--- config.mk ---
export PLATFORM = sky130hd
export DESIGN_NAME = keypad_scan
export DESIGN_NICKNAME = d
export VERILOG_FILES = /design/src/rtl/keypad_pkg.sv /design/src/rtl/keypad_debounce.sv /design/src/rtl/keypad_scan.sv
export SDC_FILE = /design/constraint.sdc
export NUM_CORES = 1
export LEC_CHECK = 0
export BUFFER_PORTS_ARGS = -buffer_cell sky130_fd_sc_hd__clkbuf_2
export CAP_MARGIN = 10
export CORE_MARGIN = 1
export CORE_UTILIZATION = 35
export CTS_BUF_LIST = sky130_fd_sc_hd__clkbuf_16
export DETAILED_ROUTE_END_ITERATION = 6
export PLACE_DENSITY = 0.54
export SYNTH_ARGS = -nofsm -noshare
export SYNTH_HDL_FRONTEND = slang
export SYNTH_HIERARCHICAL = 1
export SYNTH_SLANG_ARGS = --single-unit
export TNS_END_PERCENT = 1
--- constraint.sdc ---
create_clock -name clk -period 2.9 [get_ports clk]
set_input_delay 0.145 -clock clk [delete_from_list [all_inputs] [get_ports clk]]
set_output_delay 0.145 -clock clk [all_outputs]
set_load 0.05 [all_outputs]
--- src/rtl/keypad_pkg.sv ---
// keypad_pkg: shared keypad geometry, debounce FSM states and key-vector helper.
package keypad_pkg;
  localparam int unsigned NCOL = 4;
  localparam int unsigned NROW = 4;
  localparam int unsigned NKEY = NROW * NCOL;
  typedef enum logic [1:0] {SCAN, COMPARE, UPDATE} deb_state_e;
  function automatic logic is_onehot0(input logic [NKEY-1:0] v);
    return (v & (v - {{(NKEY-1){1'b0}}, 1'b1})) == '0;
  endfunction
endpackage

--- src/rtl/keypad_debounce.sv ---
// keypad_debounce: frame-level debounce FSM; accepts only stable zero or single-key frames.
module keypad_debounce
  import keypad_pkg::*;
#(
  parameter int unsigned DEB_FRAMES = 4
) (
  input  logic            clk,
  input  logic            rst_n,
  input  logic            frame_done_i,
  input  logic [NKEY-1:0] frame_i,
  output logic [NKEY-1:0] onehot_o,
  output logic            key_valid_o,
  output logic            key_release_o
);
  localparam logic [3:0] DEB = 4'(DEB_FRAMES);
  deb_state_e state_q, state_d;
  logic [3:0] cnt_q, cnt_d;
  logic [NKEY-1:0] prev_q, prev_d, onehot_q, onehot_d;
  logic valid_q, valid_d, rel_q, rel_d, same;
  assign same = frame_i == prev_q;
  always_ff @(posedge clk or negedge rst_n) begin
    if (!rst_n) state_q <= SCAN;
    else        state_q <= state_d;
  end
  always_comb begin
    state_d = (state_q == SCAN) ? (frame_done_i ? COMPARE : SCAN)
            : (state_q == COMPARE && cnt_d == DEB && is_onehot0(frame_i)) ? UPDATE : SCAN;
  end
  // prev_q holds the accepted-candidate frame, so UPDATE never depends on frame_i timing
  always_comb begin
    cnt_d    = cnt_q;
    prev_d   = prev_q;
    onehot_d = onehot_q;
    valid_d  = 1'b0;
    rel_d    = 1'b0;
    if (state_q == COMPARE) begin
      cnt_d  = !same ? 4'd1 : (cnt_q == DEB ? DEB : cnt_q + 4'd1);
      prev_d = frame_i;
    end
    if (state_q == UPDATE && prev_q != onehot_q) begin
      onehot_d = prev_q;
      valid_d  = |prev_q;
      rel_d    = ~|prev_q;
    end
  end
  always_ff @(posedge clk or negedge rst_n) begin
    if (!rst_n) begin
      cnt_q    <= '0;
      prev_q   <= '0;
      onehot_q <= '0;
      valid_q  <= 1'b0;
      rel_q    <= 1'b0;
    end else begin
      cnt_q    <= cnt_d;
      prev_q   <= prev_d;
      onehot_q <= onehot_d;
      valid_q  <= valid_d;
      rel_q    <= rel_d;
    end
  end
  assign onehot_o      = onehot_q;
  assign key_valid_o   = valid_q;
  assign key_release_o = rel_q;
endmodule

--- src/rtl/keypad_scan.sv ---
// keypad_scan: 4x4 keypad column scanner with row synchroniser and frame capture.
module keypad_scan
  import keypad_pkg::*;
#(
  parameter int unsigned SCAN_DIV   = 50000,
  parameter int unsigned DEB_FRAMES = 4
) (
  input  logic            clk,
  input  logic            rst_n,
  input  logic [NROW-1:0] row_in,
  output logic [NCOL-1:0] col_out,
  output logic [NKEY-1:0] onehot,
  output logic            key_valid,
  output logic            key_release
);
  localparam int unsigned CW = $clog2(SCAN_DIV);
  logic [CW-1:0] cnt_q, cnt_d;
  logic [1:0] col_q, col_d;
  logic [NROW-1:0] sync1_q, sync2_q;
  logic [NKEY-1:0] frame_q, frame_d;
  logic slot_end, frame_done;
  assign slot_end   = cnt_q == CW'(SCAN_DIV - 1);
  assign frame_done = slot_end && col_q == 2'd3;
  assign cnt_d      = slot_end ? '0 : cnt_q + CW'(1);
  assign col_d      = slot_end ? col_q + 2'd1 : col_q;
  assign col_out    = ~(4'b0001 << col_q);
  // rows are sampled at the end of the slot, giving the column a full slot to settle
  always_comb begin
    frame_d = frame_q;
    for (int k = 0; k < NKEY; k++)
      if (slot_end && 2'(k % NCOL) == col_q) frame_d[k] = ~sync2_q[k/NCOL];
  end
  always_ff @(posedge clk or negedge rst_n) begin
    if (!rst_n) begin
      sync1_q <= '1;
      sync2_q <= '1;
      cnt_q   <= '0;
      col_q   <= '0;
      frame_q <= '0;
    end else begin
      sync1_q <= row_in;
      sync2_q <= sync1_q;
      cnt_q   <= cnt_d;
      col_q   <= col_d;
      frame_q <= frame_d;
    end
  end
  keypad_debounce #(.DEB_FRAMES(DEB_FRAMES)) u_deb (
    .clk          (clk),
    .rst_n        (rst_n),
    .frame_done_i (frame_done),
    .frame_i      (frame_q),
    .onehot_o     (onehot),
    .key_valid_o  (key_valid),
    .key_release_o(key_release)
  );
endmodule

After elaboration in Yosys (flattened, before gate mapping)
Index checks and enable logic that the tools add are counted.
{"block": "totals", "reg_bits": 82, "in_bits": 6, "out_inout_bits": 22, "word_cells": 58}
{"block": "op_classes", "add_sub_neg": 4, "n_eq_ne": 11, "n_shift": 1, "n_mux": 9, "bitwise_logic": 6, "n_reduce_logical": 13}
{"op": "adder 16 x 1 -> 16 bit, second input constant", "count": 1}
{"op": "AND 16 bit", "count": 1}
{"op": "== test 16 bit", "count": 1}
{"op": "== test 16 bit, second input constant", "count": 1}
{"op": "logical NOT 16 bit", "count": 1}
{"op": "2-to-1 mux 16 bit", "count": 1}
{"op": "inequality test 16 bit", "count": 1}
{"op": "OR reduction 16 bit", "count": 1}
{"op": "subtractor 16 x 1 -> 16 bit, second input constant", "count": 1}
{"op": "2-to-1 mux 4 bit", "count": 3}
{"op": "== test 4 x 3 -> 1 bit, second input constant", "count": 2}
{"op": "logical AND 1 bit", "count": 8}
{"op": "adder 4 x 1 -> 4 bit, second input constant", "count": 1}
{"op": "== test 2 bit, first input constant", "count": 2}
{"op": "== test 2 bit, second input constant", "count": 2}
{"op": "logical NOT 2 bit", "count": 2}
{"op": "2-to-1 mux 2 bit", "count": 2}
{"op": "inverter 1 bit", "count": 4}
{"op": "inverter 4 bit", "count": 1}
{"op": "<< shifter 1 x 2 -> 4 bit, first input constant", "count": 1}
{"op": "2-to-1 mux 1 bit", "count": 3}
{"op": "adder 2 x 1 -> 2 bit, second input constant", "count": 1}
{"op": "== test 1 x 2 -> 1 bit, first input constant", "count": 1}
{"op": "== test 2 x 1 -> 1 bit, second input constant", "count": 1}
{"op": "logical NOT 1 bit", "count": 1}

Depth between registers and ports, before layout
Gate-level depths: netlist of the first run.
{"block": "depth", "ltp_word": 9, "mapped_depth": 7, "ltp_nobuf": 7}

Hierarchy
The synthesis of the first run kept the hierarchy.
{"module": "keypad_debounce", "instances": 1, "cells_each": 212, "area_per_inst_um2": 2115.8, "seq_area_each_um2": 1001.0}
{"module": "keypad_scan", "instances": 1, "cells_each": 158, "area_per_inst_um2": 1781.7, "seq_area_each_um2": 1061.0}

Least setup slack after synthesis of the first run
OpenSTA, ideal clock, no wires.
{"block": "synth_path", "path_kind": "reg2reg", "startpoint": "register u_deb.cnt_q[0]", "endpoint": "register u_deb.state_q[1]", "setup_time_ps": 111, "arrival_time_ps": 2201, "t_required_ps": 2789, "setup_slack_ps": 587, "path_stages_with_launch": 7, "n_path_buf": 0, "synth_period_minus_slack_ps": 2313, "cell_sequence": "dfrtp_1 -> inv_1 -> ha_1 -> a221o_1 -> or4b_1 -> or4_1 -> a2111oi_2"}
{"block": "synth_between", "elab_chain_cells": 9, "elab_cells_between_ends": 10, "cone_classes": "add/sub: 1; eq/ne: 2; mux: 5; reduce/logical: 2"}
{"element": "start: declaration", "line": "keypad_debounce.sv:17", "rtl": "logic [3:0] cnt_q, cnt_d;"}
{"element": "start signal: assignment", "line": "keypad_debounce.sv:54", "rtl": "cnt_q <= cnt_d;"}
{"element": "adder 4 x 1 -> 4 bit / == test 4 x 3 -> 1 bit (equally long branches)", "line": "keypad_debounce.sv:37", "rtl": "cnt_d = !same ? 4'd1 : (cnt_q == DEB ? DEB : cnt_q + 4'd1);"}
{"element": "2-to-1 mux 4 bit (2 in series)", "line": "keypad_debounce.sv:37"}
{"element": "2-to-1 mux 4 bit *", "line": "keypad_debounce.sv:36", "rtl": "if (state_q == COMPARE) begin"}
{"element": "== test 4 x 3 -> 1 bit *", "line": "keypad_debounce.sv:27", "rtl": ": (state_q == COMPARE && cnt_d == DEB && is_onehot0(frame_i)) ? UPDATE : SCAN;"}
{"element": "logical AND 1 bit * (2 in series)", "line": "keypad_debounce.sv:27"}
{"element": "2-to-1 mux 2 bit *", "line": "keypad_debounce.sv:27"}
{"element": "2-to-1 mux 2 bit *", "line": "keypad_debounce.sv:26", "rtl": "state_d = (state_q == SCAN) ? (frame_done_i ? COMPARE : SCAN)"}
{"element": "net u_deb.state_d[1]", "line": "keypad_debounce.sv:16", "rtl": "deb_state_e state_q, state_d;"}
{"element": "end signal: assignment", "line": "keypad_debounce.sv:23", "rtl": "else state_q <= state_d;"}
{"element": "end: declaration", "line": "keypad_debounce.sv:16"}
The timed path passes the listed nets; every way through them passes the cells marked *.
A chain may end at the register's enable or synchronous reset.

Worst setup path after layout of the first run
Ends and elaborated chain as after synthesis.

==> summary.txt, run 1 <==
dpl hpwl = 5510 um
CP Launch Type = flop
number of global-route vias before repair = 2732
area leader, netlist = dfrtp_1
first-pass GRT wire length = 13800 um
effective utilization at floorplan = 0.360
Reg-to-Reg Start = u_deb/cnt_q[0]
Leak Pwr = 2.34 nW
Syn Inst Count = 370
syn_area_per_cell = 10.5 sq um
setup slack, reg-to-reg = 490 ps
Warnings, synthesis = 6
grt ovf = 0
CP cell instances = inv_1, ha_1, a221o_1, or4b_1, or4_1, a2111oi_2
number of synthesized flops with an enable pin = 0
Syn Nets = 383
Worst R2R Path Depth = 6
Tmin final = 2410 ps
Async SR Flop Fraction = 1.00
Antenna Violating Nets Remaining = 0
1st-pass router iterations = 4
via count = 2758
Yosys reg bits = 82
routability cong. = 0.753
# Max-Cap Violations = 0
clk sinks = 82
CP max FO = 5
RSZ-0062 raised after global routing = false
Final Core Density = 0.414
area delta synth->final = 15.2%
Total Wirelength = 7950 um
PortBufs = 27
Reg-to-Reg End = u_deb/state_q[1]
Slowest cell on crit path = or4b_1
row count = 38
Worst EP arrival = 2640 ps
DRC Markers = 0
PD cells = 502 nW/um^2
max_slew headroom = 0.293
core area = 10800 sq um
max-slew violations = 0
Final Hold Fails = 0
clock buffer depth = 2
DIE HEIGHT = 108 um
1st-iter DRT viols = 130
initial antenna violation count = 0
clk slew on worst S/H paths = 60 ps
Final period util = 0.831
TritonCTS buffer count = 9
f_max = 415 MHz
Synth Flop Type = dfrtp_1
Post-CTS Resized = 0
synthesized area = 3900 sq um
clock root buffer = clkbuf_16
max incr delay on CP = 490 ps
commonest cells after routing, fill and taps aside = nand2_1, dfrtp_1, xor2_1
Sum Neg Setup Slack = 0 ps
DR WL/cell = 14.4 um
CP endpoint kind = flop
Synth cell types = 47
DIE AREA = 11600 sq um
fraction of layout cells with a size suffix above 1 = 0.161
Hold WC Path Type = in2async
routed vias/inst = 5.01
CP Data Required Time = 3130 ps
nets@finish = 419
most common cell after layout, fill and taps aside = nand2_1
Worst IR Drop VDD = 0.273 mV
Tightest Pin Transition = 1060 ps
Ant. Diodes = 0
status = completed
# setup viols final = 0
Area contributors post-synth = dfrtp_1, xor2_1, nand2_1
CTS tree = done
largest net degree at the start of global routing = 83
die width = 108 um
# IOs = 28
register area share after synthesis = 0.529
Clk Latency, worst-skew pair = 340 ps
Overall Power = 2.26 mW
WS Path Type = reg2reg
Fin Clk Skew = 11.1 ps
Total GRT Usage = 0.155
post-synth top area share = 0.475
H-tree Lvls = 3
==> cell type report <==
class / count / area, sq um
well taps: 140 / 175
clock inverters: 7 / 52.6
multi-input cells: 268 / 1730
repair buffers: 35 / 208
clock buffers: 9 / 225
flip-flops and latches: 82 / 2060
fillers: 1060 / 6350
inverters: 10 / 37.5
==> cells in the mapped netlist (all sizes together), types with 5 or more instances <==
master   n
o21ai   22
nor4    14
xor2    41
a21oi    7
mux2    16
buf      5
nor3    10
xnor2    6
nand3    9
nor2    15
dfstp    8
inv     10
dfrtp   74
clkbuf   5
nand2   77
ha       7
nand4   10
==> cell families after synthesis <==
| kind of cell | Yosys count | share of synthesized area |
|---|---|---|
| buffers and inverters | 20 | 0.0266 |
| muxes | 16 | 0.0462 |
| xor gates and xnor gates | 47 | 0.106 |
| AOI/OAI and AO/OA | 38 | 0.0591 |
| DFF | 82 | 0.529 |
| and+or+nand+nor | 159 | 0.208 |
| adders and majority gates | 8 | 0.0250 |
==> state kept, by name, indices dropped and copies added, names as in the netlist <==
name / cells
cnt_q: 16
col_q: 2
frame_q: 16
sync1_q: 4
sync2_q: 4
u_deb/cnt_q: 4
u_deb/key_release_o: 1
u_deb/key_valid_o: 1
u_deb/onehot_o: 16
u_deb/prev_q: 16
u_deb/state_q: 2
==> worst max-delay path: cells and delay by family, from the launching register on <==
family	cells	cell delay (ps)
compound gates	2	540
buf+inv	1	80
simple gates	2	980
fa+ha+maj	1	310
flops	1	400
==> where the power goes <==
| group | internal, mW | total, mW | switching (mW) |
|---|---|---|---|
| combinational | 0.00611 | 0.0294 | 0.0232 |
| sequential | 1.15 | 1.16 | 0.00329 |
| clock | 0.587 | 1.07 | 0.482 |
| total | 1.75 | 2.26 | 0.508 |
==> repair_timing <==
| item | CTS | global route |
|---|---|---|
| hold buffers | 4 | 0 |
| setup buffers | 0 | 0 |
| endpoints found under the setup margin | 0 | 0 |
| endpoints found under the hold margin | 4 | 0 |
==> stage by stage <==
step,area (sq um),hold WS (ps),std cells,worst slack [ps]
CTS,4490,46.3,551,490
global route,4490,98.3,551,321
global placement,4170,233,531,528
detailed placement,4170,234,531,499
floorplan,3900,-151,370,587
finish,4490,0.656,551,491
==> worst max-delay path by stage <==
stage / startpoint / end / slack [ps]
4_1_cts: u_deb/cnt_q[0] / u_deb/state_q[1] / 490
6_report: u_deb/cnt_q[0] / u_deb/state_q[1] / 490
3_5_place_dp: u_deb/cnt_q[0] / u_deb/state_q[1] / 500
5_1_grt: u_deb/cnt_q[0] / u_deb/state_q[1] / 320
2_1_floorplan: u_deb/cnt_q[0] / u_deb/state_q[1] / 590
3_3_place_gp: u_deb/cnt_q[0] / u_deb/state_q[1] / 530
==> layer usage <==
| metal | wire, um | global-route usage | up-vias |
|---|---|---|---|
| met5 | 0 | 0 | - |
| met2 | 3530 | 0.238 | 48 |
| li1 | - | - | 1356 |
| met3 | 258 | 0.0339 | 16 |
| met4 | 149 | 0.0626 | 0 |
| met1 | 4020 | 0.212 | 1338 |
Note: power is estimated with default switching activity, not from simulation.
==> run 2: changes to the inputs <==
--- a/config.mk
+++ b/config.mk
@@ -11,7 +11,7 @@
 export CORE_UTILIZATION = 35
 export CTS_BUF_LIST = sky130_fd_sc_hd__clkbuf_16
 export DETAILED_ROUTE_END_ITERATION = 6
-export PLACE_DENSITY = 0.54
+export PLACE_DENSITY = 0.56
 export SYNTH_ARGS = -nofsm -noshare
 export SYNTH_HDL_FRONTEND = slang
 export SYNTH_HIERARCHICAL = 1
==> constraint.sdc (replaced) <==
create_clock -name clk -period 2.1 [get_ports clk]
set_input_delay 0.105 -clock clk [delete_from_list [all_inputs] [get_ports clk]]
set_output_delay 0.105 -clock clk [all_outputs]
set_load 0.05 [all_outputs]
==> summary.txt, run 2 (same netlist as run 1, synthesis figures left out) <==
initial antenna violation count = 0
NetSw = 0.649 mW
max_slew headroom = 0.590
Clk Latency, worst-skew pair = 330 ps
routed vias/inst = 4.99
Internal = 2.52 mW
DIE AREA = 11600 sq um
DR WL met2 = 4070 um
core area = 10800 sq um
Total Wirelength = 8700 um
Leak Pwr = 2.53 nW
H-tree Lvls = 3
most common cell after layout, fill and taps aside = nand2_1
clk sinks = 82
Worst IR Drop VDD = 0.334 mV
Final Hold Fails = 0
clock root buffer = clkbuf_16
# Max-Cap Violations = 0
Total GRT Usage = 0.169
f_max = 441 MHz
Antenna Violating Nets Remaining = 0
logic gate share of total power = 0.015
dpl hpwl = 6310 um
largest net degree at the start of global routing = 46
PortBufs = 27
1st-pass router iterations = 4
Tightest Pin Transition = 610 ps
setup ws final = -167 ps
CP Data Required Time = 2320 ps
CP Launch Type = flop
WS Path Type = reg2reg
fill count = 1073
max-slew violations = 0
met3 routed WL = 284 um
# setup viols final = 1
DRC Markers = 0
Fin Hold WS = 319 ps
CP max FO = 2
commonest cells after routing, fill and taps aside = nand2_1, dfrtp_1, xor2_1
DR WL/cell = 15.0 um
status = finished with violations
Switching Fraction = 0.205
clock buffer depth = 2
row count = 38
M1 WL = 4250 um
TritonCTS buffer count = 9
violated checks = negative setup slack
Final period util = 1.08
setup slack, reg-to-reg = -170 ps
clock share of power = 0.480
clk slew on worst S/H paths = 60 ps
1st-iter DRT viols = 108
RSZ-0062 raised after global routing = true
effective utilization at floorplan = 0.360
CP endpoint kind = flop
sequential power share = 0.505
Hold WC Path Type = in2async
# IOs = 28
routability cong. = 0.793
nets@finish = 449
die width = 108 um
PD cells = 661 nW/um^2
fraction of layout cells with a size suffix above 1 = 0.222
Worst EP arrival = 2490 ps
via count = 2897
Overall Power = 3.17 mW
Fin Clk Skew = 7.78 ps
DR top layer = met4
number of global-route vias before repair = 2930
pre-CTS setup slack = -239 ps
first-pass GRT wire length = 14900 um
Ant. Diodes = 0
CTS tree = done
grt ovf = 0
Tmin final = 2270 ps
area delta synth->final = 23.0%
DIE HEIGHT = 108 um
==> run 2: area by class of cell <==
type	instances	area, sq um	area share
inverter	10	37.5	0.00783
sequential	82	2060	0.430
tap	140	175	0.0366
clock buffer	9	225	0.0470
clock inverter	7	62.6	0.0131
multi-input combinational	268	1770	0.369
timing repair buffer	65	460	0.0961
==> run 2: critical path, cell delays in order, from the launching register on <==
cell and delay (ps):
dfrtp_1 380, inv_1 120, ha_4 220, a221o_1 250, or4b_1 460, or4_4 510
a2111oi_4 210
==> run 2: metrics by stage <==
step                      TNS [ps]  utilization  cells  area [sq um]
after CTS                     -215        0.441    581          4790
after detailed placement      -239        0.407    559          4410
after floorplan               -762            -    370          3900
after global routing          -241        0.442    581          4790
final                         -167        0.442    581          4790
after global placement        -148        0.407    559          4410
==> run 2: routing by layer <==
metal,vias to the layer above,global-route usage
met5,-,0
met4,0,0.0646
met3,7,0.0321
met2,55,0.270
met1,1426,0.226
li1,1409,-
==> run 2: final timing paths <==
| path | cells after the start | start | to |
|---|---|---|---|
| worst max-delay path | 6 | u_deb/cnt_q[1] | u_deb/state_q[1] |
| worst min-delay path | 2 | rst_n | u_deb/onehot_o[8] |
| worst max register to register | 6 | u_deb/cnt_q[1] | u_deb/state_q[1] |
| worst min register to register | 0 | sync1_q[1] | sync2_q[1] |
| max in group asynchronous | 3 | rst_n | cnt_q[10] |
| min in group clk | 0 | sync1_q[1] | sync2_q[1] |
==> run 2: timing repair <==
item                       CTS  global route
hold buffers                 5             0
gates resized for setup      5             1
hold endpoints to repair    39             0
setup buffers                1             0
pin swaps                    2             1
setup endpoints to repair    1             3
==> run 2: power by group through the flow <==
stage	logic, mW	registers (mW)	clock network [mW]
detailed placement	0.0430	1.63	0
global route	0.0559	1.60	1.63
CTS	0.0503	1.60	1.56
floorplan	0.00000760	1.63	0
global placement	0.0428	1.63	0
finish	0.0472	1.60	1.52
